==> src/rtl/rr_arb_mux.sv <==
// N-input valid/ready arbiter-mux with round-robin or fixed-priority grant.
// The winning word lands in a one-entry output register that can stall.
module rr_arb_mux #(
    parameter int SIZE   = 16,
    parameter int NUM_IN = 3,
    localparam int SELW  = (NUM_IN > 1) ? $clog2(NUM_IN) : 1
) (
    input  logic                   clk,
    input  logic                   rst_n,
    input  logic                   mode,
    input  logic [NUM_IN-1:0]      in_valid,
    output logic [NUM_IN-1:0]      in_ready,
    input  logic [NUM_IN*SIZE-1:0] in_data,
    output logic                   out_valid,
    input  logic                   out_ready,
    output logic [SIZE-1:0]        out_data,
    output logic [SELW-1:0]        out_src
);

    logic [SELW-1:0]   ptr;
    logic [SELW-1:0]   g;
    logic              found;
    logic [NUM_IN-1:0] grant;
    logic              free;
    logic              fire_in;
    logic [SIZE-1:0]   sel_data;
    logic [SELW-1:0]   ptr_next;
    int                idx;

    assign free    = !out_valid || out_ready;
    assign fire_in = free && found;

    // Scan from ptr (round-robin) or from 0 (fixed); first valid wins.
    always_comb begin
        found = 1'b0;
        g     = '0;
        idx   = 0;
        for (int k = 0; k < NUM_IN; k++) begin
            idx = mode ? k : int'(ptr) + k;
            if (idx >= NUM_IN) idx = idx - NUM_IN;
            if (!found && in_valid[idx]) begin
                found = 1'b1;
                g     = SELW'(idx);
            end
        end
    end

    always_comb begin
        grant = '0;
        if (found) grant[g] = 1'b1;
    end

    assign in_ready = grant & {NUM_IN{free && rst_n}};
    assign sel_data = in_data[int'(g)*SIZE +: SIZE];
    assign ptr_next = (g == SELW'(NUM_IN - 1)) ? '0 : g + SELW'(1);

    always_ff @(posedge clk) begin
        if (!rst_n) begin
            out_valid <= 1'b0;
            out_data  <= '0;
            out_src   <= '0;
            ptr       <= '0;
        end else begin
            if (fire_in) begin
                out_valid <= 1'b1;
                out_data  <= sel_data;
                out_src   <= g;
                if (!mode) ptr <= ptr_next;
            end else if (out_valid && out_ready) begin
                out_valid <= 1'b0;
            end
        end
    end

endmodule
==> config.mk <==
export PLATFORM = sky130hd
export DESIGN_NAME = rr_arb_mux
export DESIGN_NICKNAME = d
export VERILOG_FILES = /design/src/rtl/rr_arb_mux.sv
export SDC_FILE = /design/constraint.sdc
export NUM_CORES = 1
export LEC_CHECK = 0
export CAP_MARGIN = 20
export CORE_UTILIZATION = 46
export DETAILED_ROUTE_END_ITERATION = 8
export PLACE_DENSITY_LB_ADDON = 0.25
export RECOVER_POWER = 50
export SYNTH_ARGS = -nofsm -noshare
export SYNTH_HDL_FRONTEND = slang
export SYNTH_SLANG_ARGS = --single-unit
==> constraint.sdc <==
create_clock -name clk -period 5.64 [get_ports clk]
set_input_delay 1.128 -clock clk [delete_from_list [all_inputs] [get_ports clk]]
set_output_delay 1.128 -clock clk [all_outputs]
set_load 0.005 [all_outputs]
== Word level (Yosys, flattened, before mapping) ==
Index checks and enable logic that the tools add are counted.
Word-level totals
  flip-flop bits (word level): 21
  logic and storage cells: 61
Operators by class
  $add $sub $neg: 6
  order comparisons: 8
  eq/ne operators: 1
  shift operators: 1
  muxes and demuxes: 27
  bitwise operators: 2
  reductions and logical operators: 12
Operators by type and width (number)
  32-bit by 4-bit less-than comparator with 1-bit output (second input constant): 3
  32-bit 2-to-1 mux: 3
  48-bit by 7-bit variable part select with 16-bit output: 1
  1-bit 2-to-1 mux: 12
  2-bit 2-to-1 mux: 5
  3-bit 2-to-1 mux: 3
  3-bit by 2-bit subtractor with 4-bit output (second input constant): 2
  1-bit binary-select mux with 2-bit select: 3
  3-bit by 2-bit >= comparator with 1-bit output (second input constant): 2
  1-bit logical AND: 6
  2-bit by 1-bit adder with 3-bit output (second input constant): 1
  2-bit by 2-bit adder with 3-bit output (second input constant): 1
  3-bit bitwise AND: 1
  1-bit logical NOT: 3
  2-bit by 3-bit less-than comparator with 1-bit output (second input constant): 1
  2-bit by 2-bit subtractor with 3-bit output (second input constant): 1
  2-bit by 1-bit adder with 2-bit output (second input constant): 1
  1-bit demux with 2-bit select: 1
  2-bit == test (second input constant): 1
  2-bit by 1-bit >= comparator with 1-bit output (second input constant): 1
  2-bit >= comparator (second input constant): 1
  2-bit AND reduction: 1
  2-bit nonzero test: 1
  1-bit logical OR: 1
  1-bit NOT: 1

== Longest topological paths before layout ==
Gate-level depths: netlist (run 1).
  depth in word-level cells: 19
  gate-level depth with buffers: 13
  gate-level depth less buffers: 10

== Least setup slack after synthesis (run 1) ==
No wires, ideal clock.
  path type: input -> output
  start: input mode
  end: output in_ready[0]
  data arrival time: 3.397 ns
  data required time: 4.512 ns
  setup slack: 1.115 ns
  cell stages on the path: 12
  path buffers: 3
  path through: clkbuf_1 -> nand2b_1 -> ha_1 -> buf_2 -> or4b_4 -> and3_1 -> o31ai_1 -> o22ai_2 -> o31a_1 -> buf_2 -> nand2_1 -> nor2_1
Between the ends
  word-level cells in the longest chain between the ends: 19
RTL lines
  from (decl): RTL line 10  | input logic mode,
  2-bit 2-to-1 mux: RTL line 39  | idx = mode ? k : int'(ptr) + k;
  2-bit by 2-bit subtractor with 3-bit output / 2-bit >= comparator (equally long branches): RTL line 40  | if (idx >= NUM_IN) idx = idx - NUM_IN;
  32-bit 2-to-1 mux: RTL line 40
  1-bit binary-select mux with 2-bit select: RTL line 41  | if (!found && in_valid[idx]) begin
  1-bit 2-to-1 mux (implied by the code) (2 in series): RTL line 41
  1-bit 2-to-1 mux: RTL line 41
  1-bit logical NOT: RTL line 41
  1-bit logical AND: RTL line 41
  [2 not listed]
  1-bit logical AND: RTL line 41
  2-bit 2-to-1 mux: RTL line 41
  2-bit by 3-bit less-than comparator with 1-bit output (implied by the code) / 2-bit by 1-bit >= comparator with 1-bit output (equally long branches): RTL line 50  | if (found) grant[g] = 1'b1;
  1-bit logical AND (implied by the code): RTL line 50
  1-bit 2-to-1 mux (implied by the code): RTL line 50
  1-bit demux with 2-bit select: RTL line 50
  3-bit 2-to-1 mux (*): RTL line 50
  3-bit bitwise AND (*): RTL line 53  | assign in_ready = grant & {NUM_IN{free && rst_n}};
  to (decl): RTL line 12  | output logic [NUM_IN-1:0] in_ready,
Mark *: on every way between the ends. The rest lies on a longest branch, timed or not. The select of a mux whose other input is x is not followed.

== Worst setup path in the final report (run 1) ==
Ends and elaborated chain as after synthesis.

==> results.yml, run 1 <==
detailed_routing:
  firstDrtPassIters: 4
  drt-wirelength-per-cell_um: 14.5
  antenna_left: 0
  wl_um: 5140
  drcViolationCount: 0
  vias_per_cell: 5.95
  drt_iter0_drc: 180
  via_count: 2114
worst_setup_path:
  path_class: "in2out"
  required_ps: 4510
  cp-end-kind: "output pin"
  cp_max_fo: 11
  cp.arrival_ps: 4190
  rr_worst_depth: 11
  cp-start-kind: "input port"
floorplan:
  die_y_um: 64.7
  die_x_um: 64.7
  core_area_mm2: 0.00372
  rows: 22
  io_pins: 77
  start_util: 0.487
  die_area_mm2: 0.00419
grt:
  overflow: 0
  grt_util_all_layers: 0.240
  grt_pass1_vias: 1799
  antenna_found_initial: 0
  grt_max_degree: 54
  grt_pass1_wl_um: 8050
logic_synthesis:
  yosysSeqAreaShare: 0.232
  syn-num-nets: 298
  syn_area_mm2: 0.00181
  yosys.cell_types.count: 41
  synth-main-ff-cell: "dfxtp_1"
  syn_area_per_cell_um2: 7.60
  synth_area_leaders: "dfxtp_1 23%, nand3_1 8.6%, nor2_1 7.9%, a311oi_1 7.7%, mux2_1 6.2%"
  post-synth-top-area-fraction: 0.232
  syn_inst: 238
  ys_ff_latch: 21
  synth_top_cell_by_area: "dfxtp_1"
  synth_edf_count: 0
  async_reset_ff_frac: 0
  ys_warn_count: 0
sta:
  timing.slew.headroom: 0.341
  period_needed_ps: 5320
  post-route-period-util: 0.943
  worst_pin_slew_ps: 987
  rsz0062_at_grt: "false"
  hold_viol: 0
  clock_skew_ps: 6.35
  timing.fmax_mhz: 188
  setup_tns_ps: 0
  report.final.slew_viol_count: 0
  setup_viol: 0
clocking:
  clk_latency_ps: 260
  cts.repair.resized: 0
  cts-root-buf: "clkbuf_8"
  cts_made_buffers: 3
  cts.hold.buffers_added: 0
  htree_levels: 1
  tritoncts: "done"
  postCtsSetupBuffers: 0
  clk_path_buf_depth: 2
  clk_pin_slew_worst_paths_ps: 80
  cts_sinks: 21
hold_path:
  hold_path.class: "reg2reg"
  whs_path_depth: 2
final_layout:
  diodes: 0
  final_cell_area_mm2: 0.00265
  num-fill-cells: 306
  drive_gt1_frac: 0.0814
  area_growth_pct: 46.3
  nNetsFinal: 368
pwr:
  peakVddDrop_v: 0.000182
  power_uw: 586
  power.leakage_uw: 0.00102
  powerDensity_mw_per_mm2: 221
job:
  drv_cap: 0
status:
  status: "finished clean"
placement:
  port_buffers: 76
  dpl-instance-area_mm2: 0.00261
  dp_hpwl_um: 3860
  place_congestion: 0.995
-- critical path: stages --
cell             delay [ps]
clkdlybuf4s50_1         440
nand2b_1                170
ha_1                    220
or4b_4                  540
and3_1                  230
o22ai_1                 300
o21a_1                  430
nand2b_1                130
nor2_1                  100
clkdlybuf4s50_1         500
-- Yosys cell counts (3+ instances only) --
library cell,instances
a311oi_1,16
o22ai_1,3
dfxtp_1,21
nand2b_1,7
o21ai_0,7
buf_4,4
nor3_1,4
nand2_1,6
clkbuf_1,8
ha_1,5
mux2i_1,4
buf_2,9
mux2_1,10
mux2_2,5
nand3_1,31
a21oi_1,21
inv_1,8
nor2_1,38
-- worst paths after layout --
check / start / to / slack (ps)
max: mode / in_ready[0] / 320
min: out_src[0]$_SDFFE_PN0P_ / out_src[0]$_SDFFE_PN0P_ / 480
max reg2reg: ptr[0]$_SDFFE_PN0P_ / out_data[13]$_SDFFE_PN0P_ / 2260
min reg2reg: out_src[0]$_SDFFE_PN0P_ / out_src[0]$_SDFFE_PN0P_ / 480
-- flip-flops by register name, indices dropped and copies added (netlist names) --
signal and flops:
out_src 2, out_data 16, out_valid 1, ptr 2
-- stage by stage --
| stage | cells | hold slack (ps) | worst slack, ps | utilization |
|---|---|---|---|---|
| 2_1_floorplan | 238 | 453 | 1110 | - |
| 3_3_place_gp | 351 | 454 | 475 | 0.702 |
| 3_5_place_dp | 351 | 471 | 392 | 0.702 |
| 4_1_cts | 355 | 485 | 384 | 0.714 |
| 5_1_grt | 355 | 508 | 94.5 | 0.712 |
| 6_report | 355 | 478 | 321 | 0.712 |
-- cell usage in the layout (no fill, tap or decap), types with 4 or more instances in the layout --
cell type        Yosys  final
a21oi_1             21     21
a311oi_1            16     16
buf_4                4     10
clkdlybuf4s50_1      0     56
dfxtp_1             21     21
dlygate4sd3_1        0     19
ha_1                 5      5
inv_1                8      8
mux2_1              10     10
mux2_2               5      5
mux2i_1              4      4
nand2_1              6      6
nand2b_1             7      7
nand3_1             31     31
nor2_1              38     38
nor3_1               4      4
o21ai_0              7      7
o22ai_1              3      4
-- logic make-up after synthesis --
| group | Yosys count | synth area share |
|---|---|---|
| and+or+nand+nor | 96 | 0.260 |
| AOI/OAI and AO/OA | 68 | 0.283 |
| buffers and inverters | 29 | 0.0747 |
| DFF | 21 | 0.232 |
| muxes | 19 | 0.115 |
| adders and majority gates | 5 | 0.0346 |
-- report_power, final --
| part | switching (µW) | leakage, µW | internal, µW | total (µW) |
|---|---|---|---|---|
| logic | 137 | 0.000818 | 151 | 287 |
| registers | 17.4 | 0.000175 | 181 | 198 |
| clock network | 50.1 | 0.0000228 | 50.3 | 100 |
-- cell type report --
cell class	count	area, µm²	area share
clock buffer	4	45.0	0.0170
inverter	8	30.0	0.0113
multi-input combinational	188	1260	0.476
sequential	21	420	0.159
tap	48	60.1	0.0227
timing repair buffer	86	831	0.314
-- metal layers --
layer  routed length (µm)  vias to the layer above  share of wire  GRT usage
met5                    0                        -              0          0
met4                   42                        0         0.0082     0.0389
met3                  369                        5          0.072     0.0458
met2                 2600                       86           0.51      0.432
met1                 2120                      996           0.41      0.295
li1                     -                     1027              -          -
(Power assumes the default switching activity.)
==> run 2: changes to the inputs <==
- CELL_PAD_IN_SITES_DETAIL_PLACEMENT: default -> 1
- CELL_PAD_IN_SITES_GLOBAL_PLACEMENT: default -> 2
- CORE_UTILIZATION: 46 -> 25
- GPL_TIMING_DRIVEN: default -> 0
==> run 2 against run 1 <==
Clock skew shrank 4.1 ps. First-iteration DRC count shrank 51%. Sequential cell count is the same. Routed wire length grew 24%. Total power grew 3.3%. Critical path depth grew 3. Final area grew 3.8%.
==> results.yml, run 2 (synthesis results as in run 1) <==
sta:
  hold_viol: 0
  report.final.slew_viol_count: 0
  post-route-period-util: 0.939
  rsz0062_at_grt: "false"
  worst_pin_slew_ps: 953
  hold_slack_ps: 461
  clock_skew_ps: 2.27
  timing.fmax_mhz: 189
  period_needed_ps: 5300
  setup_viol: 0
  setup_ws_ps: 343
  timing.slew.headroom: 0.361
floorplan:
  die_x_um: 87.1
  start_util: 0.262
  die_area_mm2: 0.00758
  core_area_mm2: 0.00691
  die_y_um: 87.1
  rows: 30
  io_pins: 77
clocking:
  clk_pin_slew_worst_paths_ps: 90
  cts_made_buffers: 3
  htree_levels: 1
  cts.hold.buffers_added: 0
  cts-root-buf: "clkbuf_8"
  clk_path_buf_depth: 2
  tritoncts: "done"
  cts_sinks: 21
  clk_latency_ps: 270
final_layout:
  drive_gt1_frac: 0.104
  nNetsFinal: 379
  largest_reg_flops: 16
  biggestRegsByFlops: "out_data: 16 flops, out_src: 2 flops, ptr: 2 flops"
  layout_common_cells: "53 x clkdlybuf4s50_1, 38 x nor2_1, 31 x nand3_1"
  final_common_cell: "clkdlybuf4s50_1"
  top_register: "out_data"
  diodes: 0
  area_growth_pct: 51.9
grt:
  antenna_found_initial: 0
  grtUsageMet3: 0.0379
  use_met1: 0.237
  grt_pass1_vias: 2178
  grt_max_degree: 13
  grt_pass1_wl_um: 10600
  globalRoute.busiestLayer: "met2"
  gr-usage-met2: 0.291
  grt_util_all_layers: 0.177
  overflow: 0
status:
  status: "finished clean"
placement:
  port_buffers: 73
  place_ws_ps: -333
  dp_hpwl_um: 4800
  place_congestion: 0.784
hold_path:
  hold_path.class: "reg2reg"
pwr:
  powerDensity_mw_per_mm2: 220
  power.leakage_uw: 0.00105
  peakVddDrop_v: 0.0000769
detailed_routing:
  wl_um: 6380
  drcViolationCount: 0
  drt-wirelength-per-cell_um: 15.4
  antenna_left: 0
  drt_iter0_drc: 88
  firstDrtPassIters: 4
  via_count: 2117
  vias_per_cell: 5.11
worst_setup_path:
  required_ps: 4510
  cp_max_fo: 10
  cp.arrival_ps: 4170
  cp-end-kind: "output pin"
  crit_path_cell_trace: "dlymetal6s2s_1, clkbuf_8, nand2b_1, ha_1, clkbuf_4, or4b_4, and3_4, o22ai_1, o31a_1, buf_4, nand2_1, nor2_1, clkdlybuf4s50_1"
  slowest_stage: "or4b_4"
  path_class: "in2out"
  critPathMaxStageDelay_ps: 560
  cp-start-kind: "input port"
job:
  drv_cap: 0
[run 2: worst max-delay path: cells and delay by family]
family                   cells  cell delay (ps)
AND/OR/NAND/NOR              5             1110
adder cells (fa/ha/maj)      1              190
buffers and inverters        5             1200
AO/OA/AOI/OAI                2              540
[run 2: metrics by stage]
stage,setup TNS [ps],cells,utilization,power (µW),instance area [µm²]
detailed placement,-661,407,0.385,511,2660
finish,0,414,0.398,606,2750
CTS,0,413,0.399,627,2760
global route,0,414,0.398,651,2750
floorplan,0,238,-,361,1810
global placement,-579,407,0.385,507,2660
[run 2: where the power goes]
group	switching, µW	internal, µW	total (µW)	leakage [µW]
clock	56.8	49.4	106	0.0000255
sequential	17.7	181	199	0.000175
combinational	146	155	301	0.000852
total	220	385	606	0.00105
[run 2: area by class of cell]
class                   count  area, µm²
flip-flops and latches     21        420
well taps                  96        120
multi-input cells         188       1250
fillers                   849       4160
plain buffers              21        125
clock inverters             1       5.00
inverters                   8       30.0
clock buffers               3       41.3
repair buffers             76        756
[run 2: final timing paths]
| check | slack (ps) | from | endpoint | cells past startpoint |
|---|---|---|---|---|
| min reg2reg | 460 | out_src[0]$_SDFFE_PN0P_ | out_src[0]$_SDFFE_PN0P_ | 2 |
| max reg2reg | 2090 | ptr[0]$_SDFFE_PN0P_ | out_data[11]$_SDFFE_PN0P_ | 12 |
| max | 340 | mode | in_ready[2] | 13 |
| min | 460 | out_src[0]$_SDFFE_PN0P_ | out_src[0]$_SDFFE_PN0P_ | 2 |
[run 2: repair_timing]
action / 4_1_cts / 5_1_grt
buffers inserted: 2 / 1
pin swaps: 3 / 2
setup endpoints to repair: 3 / 3
resized for setup: 10 / 2
[run 2: metal layers]
layer	routed length (µm)	vias up
met5	0	-
met4	59	0
met3	323	6
met2	2940	62
met1	3060	1000
li1	-	1049
